$ cat config.mk
export PLATFORM = sky130hd
export DESIGN_NAME = esn_readout
export DESIGN_NICKNAME = d
export VERILOG_FILES = /design/src/rtl/esn_readout.sv
export SDC_FILE = /design/constraint.sdc
export NUM_CORES = 2
export LEC_CHECK = 0
export ABC_AREA = 1
export ABC_CLOCK_PERIOD_IN_PS = 8650
export BUFFER_PORTS_ARGS = -buffer_cell sky130_fd_sc_hd__clkbuf_2
export CAP_MARGIN = 0
export CORE_ASPECT_RATIO = 0.6
export CORE_MARGIN = 3
export CORE_UTILIZATION = 64
export CTS_CLUSTER_SIZE = 10
export DETAILED_ROUTE_END_ITERATION = 8
export HOLD_SLACK_MARGIN = 0.12
export PLACE_DENSITY = 0.83
export SLEW_MARGIN = 30
export SYNTH_ARGS = -nofsm -noshare
export SYNTH_HDL_FRONTEND = slang
export SYNTH_SLANG_ARGS = --single-unit
$ cat constraint.sdc
create_clock -name clk -period 8.65 [get_ports clk]
set_input_delay 0.865 -clock clk [delete_from_list [all_inputs] [get_ports clk]]
set_output_delay 0.865 -clock clk [all_outputs]
set_load 0.05 [all_outputs]
$ cat src/rtl/esn_readout.sv
// Readout y = sum Wout[i]*x[i] (Q3.12), two multipliers over 4 beats; ESN_READOUT_SAT_EN saturates, else wraps.
// Latency 5 cycles from ADDR_OUT change; no backpressure: samples arriving mid-MAC are dropped and raise OVERRUN.
module esn_readout #(
   parameter int FRAC_BITS = 12,
   parameter int AW        = 6
) (
   input  logic           clk,
   input  logic           rst_N,
   input  logic [127:0]   XSTATE,
   input  logic [AW-1:0]  ADDR_OUT,
   input  logic           wout_we,
   input  logic [2:0]     wout_addr,
   input  logic [15:0]    wout_data,
   output logic [15:0]    Y,
   output logic           Y_VALID,
   output logic [AW-1:0]  Y_ADDR,
   output logic           OVERRUN
);
   typedef enum logic {S_IDLE, S_MAC} state_t;

   state_t              state_q, state_d;
   logic [AW-1:0]       last_addr_q, last_addr_d;
   logic [AW-1:0]       tag_addr_q, tag_addr_d;
   logic [AW-1:0]       y_addr_q, y_addr_d;
   logic [7:0][15:0]    wshadow_q, wshadow_d;
   logic [7:0][15:0]    wact_q, wact_d;
   logic [7:0][15:0]    snap_q, snap_d;
   logic signed [34:0]  acc_q, acc_d;
   logic [1:0]          beat_q, beat_d;
   logic [15:0]         y_q, y_d;
   logic                y_vld_q, y_vld_d;
   logic                overrun_q, overrun_d;

   logic                new_sample, capture, mac_en, done, drop;
   logic [2:0]          idx_hi, idx_lo;
   logic signed [31:0]  prod_hi, prod_lo;
   logic signed [34:0]  acc_sum, shifted;
   logic [15:0]         y_res;

   always_ff @(posedge clk) begin
      if (!rst_N) begin
         state_q     <= S_IDLE;
         last_addr_q <= '0;
         tag_addr_q  <= '0;
         y_addr_q    <= '0;
         wshadow_q   <= '0;
         wact_q      <= '0;
         snap_q      <= '0;
         acc_q       <= '0;
         beat_q      <= '0;
         y_q         <= '0;
         y_vld_q     <= 1'b0;
         overrun_q   <= 1'b0;
      end else begin
         state_q     <= state_d;
         last_addr_q <= last_addr_d;
         tag_addr_q  <= tag_addr_d;
         y_addr_q    <= y_addr_d;
         wshadow_q   <= wshadow_d;
         wact_q      <= wact_d;
         snap_q      <= snap_d;
         acc_q       <= acc_d;
         beat_q      <= beat_d;
         y_q         <= y_d;
         y_vld_q     <= y_vld_d;
         overrun_q   <= overrun_d;
      end
   end

   assign new_sample = (ADDR_OUT != last_addr_q);

   always_comb begin
      state_d = state_q;
      case (state_q)
         S_IDLE:  if (new_sample) state_d = S_MAC;
         S_MAC:   if (beat_q == 2'd3 && !new_sample) state_d = S_IDLE;
         default: state_d = S_IDLE;
      endcase
   end

   // A sample landing on beat 3 is captured in the same cycle (back-to-back).
   always_comb begin
      capture = 1'b0;
      mac_en  = 1'b0;
      done    = 1'b0;
      drop    = 1'b0;
      case (state_q)
         S_IDLE: capture = new_sample;
         S_MAC: begin
            mac_en  = 1'b1;
            done    = (beat_q == 2'd3);
            capture = done && new_sample;
            drop    = !done && new_sample;
         end
         default: ;
      endcase
   end

   // Beat b consumes words 7-2b and 6-2b.
   assign idx_hi  = {~beat_q, 1'b1};
   assign idx_lo  = {~beat_q, 1'b0};
   assign prod_hi = $signed(snap_q[idx_hi]) * $signed(wact_q[idx_hi]);
   assign prod_lo = $signed(snap_q[idx_lo]) * $signed(wact_q[idx_lo]);
   assign acc_sum = acc_q + 35'(prod_hi) + 35'(prod_lo);
   assign shifted = acc_sum >>> FRAC_BITS;

   always_comb begin
      y_res = shifted[15:0];
`ifdef ESN_READOUT_SAT_EN
      if (shifted > 35'sd32767)
         y_res = 16'h7FFF;
      else if (shifted < -35'sd32768)
         y_res = 16'h8000;
`endif
   end

   always_comb begin
      last_addr_d = ADDR_OUT;
      tag_addr_d  = tag_addr_q;
      y_addr_d    = y_addr_q;
      wshadow_d   = wshadow_q;
      wact_d      = wact_q;
      snap_d      = snap_q;
      acc_d       = acc_q;
      beat_d      = beat_q;
      y_d         = y_q;
      y_vld_d     = 1'b0;
      overrun_d   = overrun_q | drop;
      if (wout_we)
         wshadow_d[wout_addr] = wout_data;
      if (mac_en) begin
         acc_d  = acc_sum;
         beat_d = beat_q + 2'd1;
      end
      if (done) begin
         y_d      = y_res;
         y_addr_d = tag_addr_q;
         y_vld_d  = 1'b1;
      end
      if (capture) begin
         snap_d     = XSTATE;
         tag_addr_d = ADDR_OUT;
         wact_d     = wshadow_q;
         acc_d      = '0;
         beat_d     = '0;
      end
   end

   assign Y       = y_q;
   assign Y_VALID = y_vld_q;
   assign Y_ADDR  = y_addr_q;
   assign OVERRUN = overrun_q;
endmodule
==> results.py <==
metrics = {
    "pwr": {
        "p_leak_nw": 19.49,
        "p_per_area_nw_per_um2": 300.6,
        "peakVddDrop_v": 0.0004735,
        "total_power_w": 0.01191,
    },
    "die": {
        "ios": 180,
        "row_count": 67,
        "start_util": 0.6503,
        "core_um2": 56000,
        "die_area_um2": 59890,
        "die_w_um": 314.0,
        "die_h_um": 190.8,
    },
    "critical_path": {
        "worst_path_max_delay_cell": "fa_1",
        "critical_path_class": "reg2reg",
        "worstReg2RegEnd": "acc_q[24]$_SDFFE_PP0P_",
        "worst_setup_path_end_kind": "register",
        "r2r_cells": 33,
        "startpoint_type": "register",
        "critPathMaxStageDelay_ns": 0.58,
        "r2r_slack_ns": 0.25,
        "worstPathRequired_ns": 9.15,
        "cp_max_fo": 32,
        "cp_data_arrival_time_ns": 8.90,
        "r2r_start": "beat_q[0]$_SDFFE_PP0P_",
        "cp_common_cell": "fa_1",
    },
    "placed_design": {
        "gp_congestion": 1.031,
        "port_buffers": 179,
        "place_area_um2": 37990,
        "dp_cells": 5420,
        "hpwl_um": 85620,
    },
    "global_routing": {
        "grt_pass1_wl_um": 171800,
        "antenna_found_initial": 5,
        "grt_max_degree": 231,
        "grt_pass1_vias": 30250,
        "grt.total_usage": 0.3712,
        "gr-total-overflow": 0,
    },
    "timing": {
        "period_share": 0.9717,
        "tightest_slew_ns": 1.086,
        "finalHoldViolCount": 0,
        "relSlewSlack": 0.2754,
        "fmax_mhz": 119.0,
        "setup_viol": 0,
        "min_period_ns": 8.405,
        "fin_skew_ns": 0.04027,
        "maxSlewViolCount": 0,
    },
    "job": {
        "max_cap_violations": 0,
    },
    "clocking": {
        "clkSlewWorstSetupHoldPaths_ns": 0.06,
        "numCtsBuffers": 51,
        "cts_buffer_depth": 3,
        "htree_levels": 2,
        "root_buffer": "clkbuf_16",
        "cts_tree": "done",
        "cts.sinks": 451,
        "clk_latency_ns": 0.61,
    },
    "worst_hold_path": {
        "holdPathStages": 2,
        "min_path_type": "reg2reg",
        "min_to": "wact_q[125]$_SDFFE_PN0P_",
        "hp-start": "wact_q[125]$_SDFFE_PN0P_",
    },
    "logic_synthesis": {
        "synth.area.top_cells": "fa_1 (30%), dfxtp_1 (25%), nor2_1 (11%)",
        "yosysSeqAreaShare": 0.2479,
        "synthCells": 4614,
        "synth_top_area_share": 0.2969,
        "yosys_register_bits": 451,
        "synth_common_cells": "nor2_1 (1057), inv_1 (781), nand2_1 (628)",
        "synthFlopType": "dfxtp_1",
        "synth_cell_types": 48,
        "synth_area_um2": 36420,
        "synth.most_common_cell": "nor2_1",
        "syn_nets": 5437,
        "ys_async_sr_fraction": 0,
        "yosysWarnings": 0,
        "syn_avg_cell_area_um2": 7.893,
        "synth_edf_count": 0,
        "yosys.area.top_type": "fa_1",
    },
    "layout": {
        "syn2layout_area_growth_pct": 8.799,
        "finalNetCount": 5553,
        "layout.cells.non_filler": 5494,
        "post-route-util": 0.7075,
        "drive_gt1_frac": 0.09083,
        "fin_area_um2": 39620,
    },
    "drt": {
        "drtAntennaViolNets": 0,
        "num_vias": 31210,
        "drt_iter0_drc": 4336,
        "drt_first_pass_iters": 6,
        "viasPerCell": 5.680,
        "drc_errors": 0,
        "wirelength_um": 109900,
        "routedWlPerCell_um": 20.00,
    },
    "outcome": {
        "status": "finished clean",
    },
}
==> flip-flops by register name, summed over array words and instances (netlist names) <==
signal	cells
OVERRUN	1
Y	16
Y_ADDR	6
Y_VALID	1
acc_q	28
beat_q	2
last_addr_q	6
snap_q	128
state_q	1
tag_addr_q	6
wact_q	128
wshadow_q	128
==> report_power, final <==
group	total, W	switching, W	internal (W)
registers	0.00230	0.0000839	0.00222
logic	0.00770	0.00505	0.00265
clock network	0.00190	0.000842	0.00106
total	0.0119	0.00598	0.00593
==> cells in the final DEF (no fill, tap or decap), drive strengths merged <==
cell and instances:
nor2 1060, inv 791, nand2 645, fa 540
dfxtp 451, o21ai 415, clkbuf 233, ha 127
a21oi 124, nand3 103, buf 102, a32oi 44
o211ai 16, xor2 14, xnor2 13, a21o 10
clkinv 9, clkinvlp 8, nand3b 5, nand4 4
a211oi 4, nor4 3, a31oi 3, o31ai 2
diode 1, and2 1, a221oi 1, o21a 1
nor3b 1, nor3 1, o21bai 1, o221ai 1
or2 1
==> critical path, delay by kind of cell (launching register included) <==
family          cells  cell delay, ns
flops               1            0.47
simple gates       14            2.07
compound gates      1            0.13
fa+ha+maj           9            4.48
buf+inv             9            1.10
==> kinds of logic (layout without fill, tap and decap cells) <==
family | after synthesis | in the layout | share of synthesized area
other cells | 0 | 1 | 0
simple gates | 1824 | 1824 | 0.1956
xor+xnor | 27 | 27 | 0.006494
compound gates | 622 | 622 | 0.09768
fa+ha+maj | 667 | 667 | 0.3405
buf+inv | 1023 | 1143 | 0.1118
flops | 451 | 451 | 0.2479
==> cell type report <==
type / count / area, µm²
diodes: 1 / 2.502
repair buffers: 282 / 1778
inverters: 804 / 3068
multi-input cells: 3140 / 23420
clock buffers: 53 / 1305
well taps: 759 / 949.7
flip-flops and latches: 451 / 9037
clock inverters: 4 / 63.81
fillers: 4378 / 16380
==> timing repair <==
item                                    CTS  global route
resized for setup                         0            26
setup buffers                             0            16
endpoints found under the setup margin    0            19
hold buffers                              0             0
==> how the worst max path moves through the flow <==
| stage | from | end | cells past startpoint |
|---|---|---|---|
| after floorplan | beat_q[0]$_SDFFE_PP0P_ | acc_q[24]$_SDFFE_PP0P_ | 35 |
| after global placement | beat_q[0]$_SDFFE_PP0P_ | acc_q[24]$_SDFFE_PP0P_ | 31 |
| after detailed placement | beat_q[1]$_SDFFE_PP0P_ | acc_q[24]$_SDFFE_PP0P_ | 33 |
| after CTS | beat_q[1]$_SDFFE_PP0P_ | acc_q[24]$_SDFFE_PP0P_ | 33 |
| after global routing | beat_q[0]$_SDFFE_PP0P_ | acc_q[24]$_SDFFE_PP0P_ | 33 |
| final | beat_q[0]$_SDFFE_PP0P_ | acc_q[24]$_SDFFE_PP0P_ | 33 |
==> metal layers <==
layer / GRT usage / up-vias / routed length [µm]
met1: 0.5442 / 14870 / 45900
met3: 0.1585 / 227 / 17850
met2: 0.5064 / 1980 / 43140
met4: 0.08603 / 6 / 2983
li1: - / 14130 / -
met5: 0 / - / 36
==> per-stage QoR <==
| step | TNS, ns | setup WS, ns | hold slack [ns] |
|---|---|---|---|
| floorplan | 0 | 0.8752 | 0.4292 |
| global placement | 0 | 0.2568 | 0.4408 |
| detailed placement | 0 | 0.2721 | 0.4529 |
| CTS | 0 | 0.1714 | 0.4590 |
| global route | -0.01627 | -0.01315 | 0.4689 |
| finish | 0 | 0.2452 | 0.4591 |
No activity file was read; power rests on OpenSTA's default activity.
